## src/rtl/udp_pkg.sv

```systemverilog
// Shared definitions for the udp stimulus sequencer: state encoding, step count,
// default expected-z table and the 2-bit Gray helper.
package udp_pkg;

   typedef enum logic [1:0] {
      IDLE = 2'd0,
      INIT = 2'd1,
      STEP = 2'd2,
      DONE = 2'd3
   } state_t;

   localparam int NUM_STEPS = 4;

   // z expected from an ideal comparator, indexed by {x,y}: z = (x == y)
   localparam logic [3:0] EXP_TABLE_DEF = 4'b1001;

   function automatic logic [1:0] gray2(input logic [1:0] k);
      return k ^ (k >> 1);
   endfunction

endpackage

```

## src/rtl/udp_hold_timer.sv

```systemverilog
// Loadable down-counter used for both the init window and each step hold window.
// expire_o is high in the last cycle of a window while the timer is enabled.
module udp_hold_timer #(
   parameter int CW = 5
) (
   input  logic          clk,
   input  logic          reset,
   input  logic          load_i,
   input  logic [CW-1:0] val_i,
   input  logic          en_i,
   output logic          expire_o
);

   logic [CW-1:0] cnt_q, cnt_d;

   // Load wins over counting; the counter parks at zero rather than wrapping.
   always_comb begin
      cnt_d = cnt_q;
      if (load_i) begin
         cnt_d = val_i;
      end else if (en_i && (cnt_q != '0)) begin
         cnt_d = cnt_q - 1'b1;
      end
   end

   always_ff @(posedge clk) begin
      if (reset) begin
         cnt_q <= '0;
      end else begin
         cnt_q <= cnt_d;
      end
   end

   assign expire_o = en_i && (cnt_q == '0);

endmodule

```

## src/rtl/udp_stim_seq.sv

```systemverilog
// Stimulus sequencer for the udp comparator: init window at x=y=0, then Gray steps
// 00,01,11,10 each held HOLD_CYCLES, capturing z_in at the end of each step.
// Optional expected-value checking is enabled by defining UDP_STIM_CHECK_EN.
module udp_stim_seq
   import udp_pkg::*;
#(
   parameter int         INIT_CYCLES = 5,
   parameter int         HOLD_CYCLES = 20,
   parameter logic [3:0] EXP_TABLE   = EXP_TABLE_DEF
) (
   input  logic       clk,
   input  logic       reset,
   input  logic       start,
   input  logic       z_in,
   output logic       x,
   output logic       y,
   output logic       busy,
   output logic       step_valid,
   output logic [1:0] step_idx,
   output logic [3:0] z_log,
   output logic       done,
   output logic       mismatch
);

   localparam int MAXW = (INIT_CYCLES > HOLD_CYCLES) ? INIT_CYCLES : HOLD_CYCLES;
   localparam int CW   = $clog2(MAXW + 1);
   localparam logic [CW-1:0] INIT_LD = CW'(INIT_CYCLES - 1);
   localparam logic [CW-1:0] HOLD_LD = CW'(HOLD_CYCLES - 1);
   localparam logic [1:0]    LAST_STEP = 2'(NUM_STEPS - 1);

   state_t        state_q, state_d;
   logic [1:0]    step_q, step_d;
   logic [1:0]    xy_q, xy_d;
   logic          sv_q, sv_d;
   logic          done_q, done_d;
   logic [3:0]    zlog_q, zlog_d;

   logic          tmr_load, tmr_en, tmr_exp;
   logic [CW-1:0] tmr_val;
   logic          accept, capture;

   udp_hold_timer #(.CW(CW)) u_timer (
      .clk      (clk),
      .reset    (reset),
      .load_i   (tmr_load),
      .val_i    (tmr_val),
      .en_i     (tmr_en),
      .expire_o (tmr_exp)
   );

   always_comb begin
      state_d  = state_q;
      step_d   = step_q;
      xy_d     = xy_q;
      sv_d     = 1'b0;
      done_d   = 1'b0;
      zlog_d   = zlog_q;
      tmr_load = 1'b0;
      tmr_val  = HOLD_LD;
      tmr_en   = 1'b0;
      accept   = 1'b0;
      capture  = 1'b0;
      case (state_q)
         IDLE: begin
            if (start) begin
               accept   = 1'b1;
               state_d  = INIT;
               step_d   = 2'd0;
               zlog_d   = 4'd0;
               xy_d     = 2'b00;
               tmr_load = 1'b1;
               tmr_val  = INIT_LD;
            end
         end
         INIT: begin
            tmr_en = 1'b1;
            if (tmr_exp) begin
               state_d  = STEP;
               xy_d     = gray2(2'd0);
               tmr_load = 1'b1;
            end
         end
         STEP: begin
            tmr_en = 1'b1;
            if (tmr_exp) begin
               capture        = 1'b1;
               zlog_d[step_q] = z_in;
               sv_d           = 1'b1;
               // Last step: park the pattern at 00 and keep step_idx on the final step.
               if (step_q == LAST_STEP) begin
                  state_d = DONE;
                  xy_d    = 2'b00;
                  done_d  = 1'b1;
               end else begin
                  step_d   = step_q + 2'd1;
                  xy_d     = gray2(step_q + 2'd1);
                  tmr_load = 1'b1;
               end
            end
         end
         DONE: begin
            state_d = IDLE;
         end
         default: begin
            state_d = IDLE;
         end
      endcase
   end

   always_ff @(posedge clk) begin
      if (reset) begin
         state_q <= IDLE;
         step_q  <= 2'd0;
         xy_q    <= 2'b00;
         sv_q    <= 1'b0;
         done_q  <= 1'b0;
         zlog_q  <= 4'd0;
      end else begin
         state_q <= state_d;
         step_q  <= step_d;
         xy_q    <= xy_d;
         sv_q    <= sv_d;
         done_q  <= done_d;
         zlog_q  <= zlog_d;
      end
   end

`ifdef UDP_STIM_CHECK_EN
   logic mis_q;

   // xy_q still holds the pattern of the step being captured.
   always_ff @(posedge clk) begin
      if (reset) begin
         mis_q <= 1'b0;
      end else if (accept) begin
         mis_q <= 1'b0;
      end else if (capture && (z_in != EXP_TABLE[xy_q])) begin
         mis_q <= 1'b1;
      end
   end

   assign mismatch = mis_q;
`else
   logic unused_chk;
   assign unused_chk = ^{EXP_TABLE, accept, capture};
   assign mismatch   = 1'b0;
`endif

   assign x          = xy_q[1];
   assign y          = xy_q[0];
   assign busy       = (state_q != IDLE);
   assign step_valid = sv_q;
   assign step_idx   = step_q;
   assign z_log      = zlog_q;
   assign done       = done_q;

endmodule
```

## config.mk

```make
export PLATFORM = sky130hd
export DESIGN_NAME = udp_stim_seq
export DESIGN_NICKNAME = d
export VERILOG_FILES = /design/src/rtl/udp_pkg.sv /design/src/rtl/udp_hold_timer.sv /design/src/rtl/udp_stim_seq.sv
export SDC_FILE = /design/constraint.sdc
export NUM_CORES = 1
export LEC_CHECK = 0
export ABC_AREA = 1
export CORE_ASPECT_RATIO = 0.7
export CORE_MARGIN = 2
export CORE_UTILIZATION = 53
export DETAILED_ROUTE_END_ITERATION = 8
export HOLD_SLACK_MARGIN = 0.03
export PLACE_DENSITY = 0.87
export REMOVE_ABC_BUFFERS = 1
export SETUP_SLACK_MARGIN = 0.05
export SYNTH_ARGS = -nofsm -noshare
export SYNTH_HDL_FRONTEND = slang
export SYNTH_HIERARCHICAL = 1
export SYNTH_SLANG_ARGS = --single-unit
export TNS_END_PERCENT = 100
```

## constraint.sdc

```tcl
create_clock -name clk -period 2.3 [get_ports clk]
set_input_delay 0.345 -clock clk [delete_from_list [all_inputs] [get_ports clk]]
set_output_delay 0.345 -clock clk [all_outputs]
set_load 0.005 [all_outputs]
```

* Yosys cells after proc, flatten, opt, wreduce, memory -nomap -nowiden
Cells that the tools add are included.
Widths: inputs -> output; s select.
** Storage, ports and cells
- Flip-flop bits (word level) :: 17
- Input port bits :: 4
- Logic and storage cells :: 70
** Cells by class
- Bitwise gates (word level) :: 3
- Mux-type cells :: 30
- Magnitude comparators :: 2
- $add $sub $neg :: 2
- Reductions and logical operators :: 17
- Equal/unequal tests :: 9
** Operators with widths (count)
- $mux 2 :: 10
- $mux 5 :: 4
- $reduce_and 4->1 :: 3
- $ne 2x2->1 const B :: 5
- $mux 4 :: 2
- $pmux 2 s4 :: 1
- $pmux 4 s2 :: 1
- $mux 1 :: 7
- $eq 2x2->1 const B :: 3
- $pmux 2 s3 :: 1
- $reduce_bool 2->1 :: 3
- $logic_not 5->1 :: 1
- $reduce_bool 5->1 :: 1
- $sub 5x1->5 const B :: 1
- $bwmux 4 :: 1
- $pmux 2 s2 :: 1
- $reduce_or 2->1 :: 2
- $logic_and 1x1->1 :: 3
- $lt 2x3->1 const B :: 1
- $pmux 1 s3 :: 1
- $reduce_and 3->1 :: 1
- $reduce_bool 3->1 :: 1
- $reduce_or 3->1 :: 1
- $add 2x1->2 const B :: 1
- other kinds (6) :: 7

* Longest topological paths before layout
Gate-level depths: netlist of the first run.
- Depth after elaboration :: 7
- Gate-level depth with buffers :: 14
- Depth with buffers taken out :: 13

* Hierarchy
The synthesis of the first run kept the hierarchy.
** By module, submodules not included
- udp_stim_seq :: area an instance 754.5 um^2, cells each 121, seq. area each 240.2 um^2, times used 1
- udp_hold_timer :: area an instance 331.6 um^2, cells each 55, seq. area each 100.1 um^2, times used 1

* Worst setup path before layout of the first run
Ideal clock, no wire load.
- Kind :: flip-flop to flip-flop
- Start :: register state_q[0]
- End :: register u_timer.cnt_q[3]
- Path slack :: 0.419 ns
- Clock period less this slack :: 1.881 ns
- Buffers on the path :: 1
- Stages on the path, launching flop included :: 15
- Data arrival time :: 1.767 ns
- Path through :: dfxtp_1 > inv_1 > ha_1 > nand3_1 > nor2_1 > inv_1 > o21ai_0 > nand2_1 > inv_1 > inv_2 > buf_4 > nor2_1 > nor2_1 > nand2_1 > nor2_2
** Between the ends
- Word-level cells in the longest chain between the ends :: 7
** Ends and longest elaborated chain
- start, declared :: line udp_stim_seq.sv:31 : state_t state_q, state_d;
- start signal, assigned :: line udp_stim_seq.sv:119 : state_q <= state_d;
- $eq 2x2->1 or $eq 2x1->1 (tied branches) :: line udp_stim_seq.sv:63 : case (state_q)
- $reduce_or 2->1 (no source line) *
- $mux 1 * :: line udp_stim_seq.sv:63
- $logic_and 1x1->1 * :: line udp_hold_timer.sv:34 : assign expire_o = en_i && (cnt_q == '0);
- via tmr_exp :: line udp_stim_seq.sv:38 : logic tmr_load, tmr_en, tmr_exp;
- $mux 1, on equally long branches :: line udp_stim_seq.sv:85, udp_stim_seq.sv:77
- $pmux 1 s3 * :: line udp_stim_seq.sv:63
- via tmr_load :: line udp_stim_seq.sv:38
- $mux 5 or $reduce_bool 2->1 (tied branches)
- end signal, assigned :: line udp_hold_timer.sv:30 : cnt_q <= cnt_d;
- end, declared :: line udp_hold_timer.sv:14 : logic [CW-1:0] cnt_q, cnt_d;
The timed path passes the listed nets; every way through them passes the cells marked *.
A chain may end at the register's enable or synchronous reset.

* Final worst setup path of the first run
- Start :: register state_q[1]
- End :: register u_timer.cnt_q[2]
Same word-level chain as after synthesis.

==> results.md, run 1 <==
- Status: complete, no violations
- Worst EP arrival: 2250 ps
- Layout cells sized above 1: 8.29%
- Design Power: 1.62 mW
- Worst R2R Path Depth: 13
- Buffers on Ports: 14
- Global route overflow: 0
- Initial Utilization: 57.6%
- Setup CP Type: reg2reg
- First-pass iteration count of the detailed router: 4
- Clock buffers created by TritonCTS: 3
- Tmin final: 2050 ps
- Clock Pin Slew Worst Setup and Hold Paths: 100 ps
- Post-route setup TNS: 0 ps
- Layout net count: 207
- Reg2reg start: state_q[1]$_SDFFE_PP0P_
- Final Hold Fails: 0
- Vias in the first global route: 932
- Post-route antenna net violation count: 0
- Wire per inst: 11.2 um
- Htree depth: 1
- Synth top area cells: dfxtp_1 31%, nand2_1 16%, nor2_1 11%
- Crit end category: register
- Fin crit share: 89.1%
- Ports: 16
- Vias per inst: 5.08
- Clk sinks: 17
- Crit Reg-Reg Endpoint: u_timer/cnt_q[2]$_SDFFE_PP0P_
- TritonCTS clock tree: yes
- EDFF count, synth: 0
- First-pass GRT wire length: 4040 um
- Ys async rst share: 0%
- Die Wd: 58.1 um
- Hold path startpoint: xy_q[0]$_SDFFE_PP0P_
- Post-CTS Setup Bufs: 0
- GR Util All Layers: 21.4%
- #FFs+latches synth: 17
- Die Span Y: 41.9 um
- Unrepaired setup endpoints after global routing: no
- RePlAce Congestion: 0.913
- Root Buffer: clkbuf_4
- Startpoint types: register
- Setup violators final: 0
- CP bufs+invs: 4
- Site Rows: 13
- Critical Path Max Stage Delay: 390 ps
- Max-cap violations: 0
- Antenna violations before repair: 0
- Final wirelength: 2410 um
- 1st-iter DRT viols: 51
- Critical Path End: u_timer/cnt_q[2]$_SDFFE_PP0P_
- CP Max Fanout: 12
- Worst clock skew: 5.93 ps
- Worst Hold Class: reg2reg
- DP HPWL: 1870 um
- Placed cells: 211
- Netlist Area Pre-Place: 1090 sq um
- Share of the synthesized area in the top cell type: 31.3%
- Largest delay share family, worst path: simple AND/OR/NAND/NOR gates
- Synth Area per Inst: 6.17 sq um
- VDD IR max: 0.845 mV
- Fillcell total: 159
- Pre-CTS WS: 194 ps
- Pwr per Cell Area: 1270 nW/um^2
- Flop2flop setup slack: 250 ps
- Max stage delay cell, worst path: dfxtp_1
- Core area: 1890 sq um
- DIE AREA: 2430 sq um
- Post-Syn Instances: 176
- Most common cell in the netlist: nand2_1
- Critical path depth: 13
- Required time worst endpoint: 2500 ps
- Worst Setup SP: state_q[1]$_SDFFE_PP0P_
- Ant. Diodes: 0
- Yosys warning count: 6
- Leak pwr: 0.687 nW
- Vias: 1093
- Cell taking the most area after synthesis: dfxtp_1
- Number of remaining DRC errors: 0
- Setup ws final: 251 ps
- Highest Clock Rate: 488 MHz
- Area growth from synthesis to layout: 17.4%
- CP Cell Sequence: inv_1 -> ha_2 -> nand3_1 -> nor2_2 -> inv_1 -> o21ai_0 -> nand2_1 -> inv_1 -> inv_2 -> nor2_1 -> nor2_1 -> o21ai_0 -> nor2_1
- CTS Buffer Depth: 2
- Post-synth top cells: 47 x nand2_1, 33 x nor2_1, 29 x inv_1
- Top_reg_cell synth: dfxtp_1
- Largest net degree at the start of global routing: 13
- Fin. max-slew vios: 0
- Final Instance Count excl. Fillers: 215
- Worst-Skew Late Latency: 300 ps
- Seq/Total Area, Yosys: 31.3%
- Distinct cells, synth: 16
==> cells by family after synthesis <==
group,synth area share [%]
other,0.345
flip-flops,31.3
AND/OR/NAND/NOR,39.5
AO/OA/AOI/OAI,5.99
adder cells (fa/ha/maj),10.4
buffers and inverters,12.4
==> worst min-delay path, cell delays in order (launching register included) <==
cell	delay, ps
dfxtp_1	330
nor2_1	90
nor2_1	50
==> metrics by stage <==
step | hold slack (ps) | area [sq um] | utilization, %
after global routing | 532 | 1270 | 67.6
after CTS | 495 | 1270 | 67.2
after floorplan | 417 | 1070 | -
after global placement | 467 | 1240 | 65.8
after detailed placement | 479 | 1240 | 65.8
final | 495 | 1270 | 67.6
==> how the worst min path moves through the flow <==
stage	end	slack, ps	cells past startpoint
6_report	xy_q[0]$_SDFFE_PP0P_	500	2
5_1_grt	u_timer/cnt_q[4]$_SDFFE_PP0P_	530	2
4_1_cts	u_timer/cnt_q[4]$_SDFFE_PP0P_	490	2
3_5_place_dp	u_timer/cnt_q[4]$_SDFFE_PP0P_	480	2
3_3_place_gp	xy_q[1]$_SDFFE_PP0P_	470	2
2_1_floorplan	step_valid$_SDFF_PP0_	420	1
==> metal layers <==
| layer | GRT usage, % | share of wire (%) |
|---|---|---|
| met5 | 0 | 0 |
| met2 | 33.2 | 43 |
| met1 | 27.4 | 46 |
| met4 | 9.77 | 3.2 |
| met3 | 6.23 | 7.2 |
==> area by class of cell <==
cell class | instances | area [sq um] | share of cell area [%]
inverters | 32 | 120 | 9.42
well taps | 22 | 27.5 | 2.16
flip-flops and latches | 17 | 342 | 26.8
clock buffers | 4 | 26.3 | 2.06
multi-input cells | 126 | 619 | 48.6
repair buffers | 14 | 140 | 11.0
==> timing repair <==
item | 4_1_cts | 5_1_grt
endpoints found under the setup margin | 0 | 4
gates resized for setup | 0 | 3
hold buffers | 0 | 0
==> sequential cells by signal (all words and copies together), names as in the netlist <==
signal         count
u_timer/cnt_q      5
z_log              4
state_q            2
step_idx           2
xy_q               2
done               1
step_valid         1
==> power breakdown <==
group	internal, mW	switching [mW]
registers	0.386	0.0693
clock network	0.0676	0.0971
logic	0.383	0.617
total	0.837	0.784
==> placed cells by master, fill, tap and decap left out, drive strengths merged, types with 4 or more instances in the layout <==
master / Yosys / routed
dfxtp: 17 / 17
nor2: 35 / 35
o21ai: 9 / 9
inv: 32 / 32
clkdlybuf4s50: 0 / 14
nand3: 16 / 16
a21oi: 4 / 4
ha: 9 / 9
nand2: 50 / 50
clkbuf: 0 / 4
No activity file was read; power rests on OpenSTA's default activity.
==> run 2: changes to the inputs <==
CORE_UTILIZATION = 48   (was 53)
PLACE_DENSITY = 0.81   (was 0.87)
clock period = 2.2 ns   (was 2.3 ns; I/O delays follow)
==> results.md, run 2 (synthesized netlist as in run 1, its figures left out) <==
- Layout net count: 207
- CTS Buffer Depth: 2
- Die Span Y: 43.8 um
- Max FFs per register: 5
- Core area: 2140 sq um
- Switching Fraction: 47.2%
- Design Power: 1.69 mW
- Leak pwr: 0.689 nW
- Clk sinks: 17
- Fin crit share: 88.9%
- Worst Hold Class: reg2reg
- 1st-iter DRT viols: 57
- Area growth from synthesis to layout: 19.6%
- Site Rows: 14
- Most frequent cells in the layout: 47 x nand2_1, 32 x nor2_1, 29 x inv_1
- Final hold slack: 493 ps
- Die Wd: 60.9 um
- Vias per inst: 4.68
- Vias in the first global route: 909
- Hold Buf Count CTS: 0
- DIE AREA: 2670 sq um
- Ports: 16
- Pwr per Cell Area: 1300 nW/um^2
- Initial Utilization: 50.8%
- Setup violators final: 0
- First-pass iteration count of the detailed router: 6
- Vias: 1052
- Clock power share: 9.8%
- Final Hold Fails: 0
- TritonCTS clock tree: yes
- RePlAce Congestion: 0.892
- Clock Pin Slew Worst Setup and Hold Paths: 100 ps
- Gate power share: 62.0%
- First-pass GRT wire length: 3710 um
- Required time worst endpoint: 2390 ps
- Global route overflow: 0
- Status: complete, no violations
- Ant. Diodes: 0
- Top reg by flops: u_timer/cnt_q
- VDD IR max: 0.667 mV
- Highest Clock Rate: 511 MHz
- Fin. max-slew vios: 0
- Clock buffers created by TritonCTS: 3
- Buffers on Ports: 14
- Sequential power share: 28.2%
- Wire per inst: 9.90 um
- Worst clock skew: 7.46 ps
- Post-route setup TNS: 0 ps
- Antenna violations before repair: 0
- Crit end category: register
- Largest net degree at the start of global routing: 13
- Max-cap violations: 0
- Post-CTS Setup Bufs: 0
- Root Buffer: clkbuf_4
- Fillcell total: 205
- Layout cells sized above 1: 8.81%
- Startpoint types: register
- CP Max Fanout: 12
- Tmin final: 1960 ps
- Htree depth: 1
- Worst-Skew Late Latency: 290 ps
- Switching power: 0.800 mW
- Post-route antenna net violation count: 0
- GR Util All Layers: 18.5%
- Commonest non-fill, non-tap cell in the layout: nand2_1
- Internal: 0.894 mW
- Worst EP arrival: 2140 ps
- Setup CP Type: reg2reg
- Number of remaining DRC errors: 0
- Final wirelength: 2230 um
- DP HPWL: 1750 um
- Unrepaired setup endpoints after global routing: no
run 2: cell counts in the layout (fill, tap and decap cells not counted):
No cell type changed its count.
run 2: metrics by stage:
step	instance area (sq um)	instances	setup slack [ps]	utilization, %
final	1300	225	244	60.8
after global routing	1300	225	80.1	60.8
after CTS	1280	225	108	60.0
after detailed placement	1250	221	138	58.7
after global placement	1250	221	312	58.7
after floorplan	1070	175	416	-
run 2: final timing paths:
check | startpoint | end | slack [ps] | cells after the start
min | xy_q[1]$_SDFFE_PP0P_ | xy_q[1]$_SDFFE_PP0P_ | 490 | 2
max | state_q[0]$_SDFFE_PP0P_ | u_timer/cnt_q[2]$_SDFFE_PP0P_ | 240 | 13
max reg2reg | state_q[0]$_SDFFE_PP0P_ | u_timer/cnt_q[2]$_SDFFE_PP0P_ | 240 | 13
min reg2reg | xy_q[1]$_SDFFE_PP0P_ | xy_q[1]$_SDFFE_PP0P_ | 490 | 2
run 2: power by group through the flow:
stage | combinational [mW] | sequential, mW | clock (mW)
after global routing | 1.20 | 0.489 | 0.185
after detailed placement | 1.00 | 0.478 | 0
after CTS | 1.01 | 0.472 | 0.173
after global placement | 0.965 | 0.473 | 0
final | 1.05 | 0.478 | 0.166
after floorplan | 0.739 | 0.470 | 0
run 2: what timing repair did:
item | CTS | global route
endpoints found under the setup margin | 0 | 7
endpoints found under the hold margin | 0 | 0
gates resized for setup | 0 | 4
run 2: cell type report:
type / instances / area, sq um / share of cell area [%]
Clock buffer: 4 / 26.3 / 2.02
Inverter: 32 / 120 / 9.25
Multi-Input combinational cell: 126 / 629 / 48.5
Sequential cell: 17 / 343 / 26.4
Tap cell: 32 / 40.0 / 3.08
Timing Repair Buffer: 14 / 140 / 10.8
run 2: worst max-delay path: stages, from the launching register on:
cell and delay (ps):
dfxtp_2 370, inv_1 90, ha_4 300, nand3_1 120
nor2_2 150, inv_1 80, o21ai_0 180, nand2_1 70
inv_1 90, inv_2 100, nor2_1 120, nor2_1 60
o21ai_0 90, nor2_1 50
run 2: per-layer routing:
metal | share of wire (%) | up-vias | GRT usage [%]
met1 | 49 | 459 | 23.8
met5 | 0 | - | 0
li1 | - | 560 | -
met2 | 45 | 30 | 29.5
met3 | 5.6 | 3 | 5.97
met4 | 0.36 | 0 | 6.09
==> run 3: changes to the inputs <==
CORE_MARGIN = 4   (was 2)
TNS_END_PERCENT = 30   (was 100)
==> results.md, run 3 (synthesized netlist as in run 1, its figures left out) <==
- CTS Buffer Depth: 2
- Htree depth: 1
- Vias: 1033
- Number of remaining DRC errors: 0
- Largest net degree at the start of global routing: 13
- Switching power: 0.786 mW
- Internal: 0.878 mW
- CP Max Fanout: 12
- DP HPWL: 1700 um
- Switching Fraction: 47.2%
- TritonCTS clock tree: yes
- Clk sinks: 17
- Finished Core Util: 60.0%
- Startpoint types: register
- Vias in the first global route: 826
- Top reg by flops: u_timer/cnt_q
- Buffers on Ports: 14
- DIE AREA: 3100 sq um
- First-pass iteration count of the detailed router: 4
- Clock buffers created by TritonCTS: 3
- Clock power share: 9.8%
- Gate power share: 61.5%
- Antenna violations before repair: 0
- First-pass GRT wire length: 3560 um
- Layout cells sized above 1: 9.33%
- Setup violators final: 0
- Worst R2R Path Depth: 13
- Fin. max-slew vios: 0
- Vias per inst: 4.59
- Met3 usage: 4.93%
- Worst-Skew Late Latency: 290 ps
- Final Hold Fails: 0
- Ant. Diodes: 0
- Design Power: 1.66 mW
- Worst EP arrival: 2100 ps
- Required time worst endpoint: 2390 ps
- GR Util All Layers: 15.0%
- 1st-iter DRT viols: 52
- Area growth from synthesis to layout: 19.1%
- Fin crit share: 86.9%
- VDD IR max: 0.743 mV
- Setup CP Type: reg2reg
- Global route overflow: 0
- Worst clock skew: 2.54 ps
- Most frequent cells in the layout: 47 x nand2_1, 32 x nor2_1, 29 x inv_1
- Clock Pin Slew Worst Setup and Hold Paths: 90 ps
- Root Buffer: clkbuf_4
- Pre-CTS WS: 193 ps
- Die Span Y: 47.8 um
- Setup ws final: 289 ps
- Fillcell total: 214
- Sequential power share: 28.7%
- GR Util met2: 24.4%
- Layout net count: 207
- Die Wd: 64.9 um
- Leak pwr: 0.687 nW
- Commonest non-fill, non-tap cell in the layout: nand2_1
- Most used routing layer in global routing: met2
- Wire per inst: 9.69 um
- Unrepaired setup endpoints after global routing: no
- Initial Utilization: 50.4%
- Status: complete, no violations
- Crit end category: register
- Tmin final: 1910 ps
- Max-cap violations: 0
- Global Route met1 Usage: 20.1%
- Post-CTS Setup Bufs: 0
- Core area: 2150 sq um
- Pwr per Cell Area: 1290 nW/um^2
- RePlAce Congestion: 0.886
- Ports: 16
- Worst Hold Class: reg2reg
- Post-route antenna net violation count: 0
- Site Rows: 14
- Post-route setup TNS: 0 ps
- Highest Clock Rate: 523 MHz
- Worst hold stages: 2
- Final wirelength: 2180 um
- Max FFs per register: 5
-- run 3: layout make-up --
| cell class | instances | area (sq um) | share of cell area, % |
|---|---|---|---|
| clock buffers | 4 | 26.3 | 2.03 |
| inverters | 32 | 120 | 9.28 |
| repair buffers | 14 | 140 | 10.8 |
| multi-input cells | 126 | 624 | 48.3 |
| flip-flops and latches | 17 | 343 | 26.5 |
| well taps | 32 | 40.0 | 3.09 |
-- run 3: worst max-delay path, cell delays in order, from the launching register on --
cell and delay [ps]:
dfxtp_2 370, inv_1 70, ha_2 370, nand3_2 100, nor2_2 160, inv_1 90, o21ai_1 130, nand2_1 60
inv_1 90, inv_2 100, nor2_1 100, nor2_1 40, o21ai_0 80, nor2_1 50
-- run 3: routing by layer --
metal  wire length (um)  share of wire [%]
met1               1080                 49
met2                946                 43
met3                141                6.5
met4                 16               0.73
met5                  0                  0
-- run 3: power by group through the flow --
stage                     Combinational, mW  Clock (mW)  Sequential (mW)
after floorplan                       0.739           0            0.470
after global placement                0.966           0            0.474
after detailed placement              0.995           0            0.479
after CTS                             0.998       0.172            0.473
after global routing                   1.17       0.185            0.495
final                                  1.02       0.164            0.477
-- run 3: repair_timing --
item / 4_1_cts / 5_1_grt
endpoints found under the setup margin: 0 / 7
hold buffers: 0 / 0
gates resized for setup: 0 / 6
endpoints found under the hold margin: 0 / 0
-- run 3: path summary, 6_finish.rpt --
| path | end | start | slack (ps) |
|---|---|---|---|
| max reg2reg | u_timer/cnt_q[2]$_SDFFE_PP0P_ | state_q[0]$_SDFFE_PP0P_ | 290 |
| max | u_timer/cnt_q[2]$_SDFFE_PP0P_ | state_q[0]$_SDFFE_PP0P_ | 290 |
| min reg2reg | z_log[3]$_SDFFE_PP0P_ | z_log[3]$_SDFFE_PP0P_ | 490 |
| min | z_log[3]$_SDFFE_PP0P_ | z_log[3]$_SDFFE_PP0P_ | 490 |
-- run 3: through the flow --
step / instances / hold slack, ps / instance area [sq um]
after global routing: 225 / 529 / 1290
after floorplan: 175 / 402 / 1070
after CTS: 225 / 497 / 1280
final: 225 / 489 / 1290
after global placement: 221 / 468 / 1250
after detailed placement: 221 / 481 / 1250
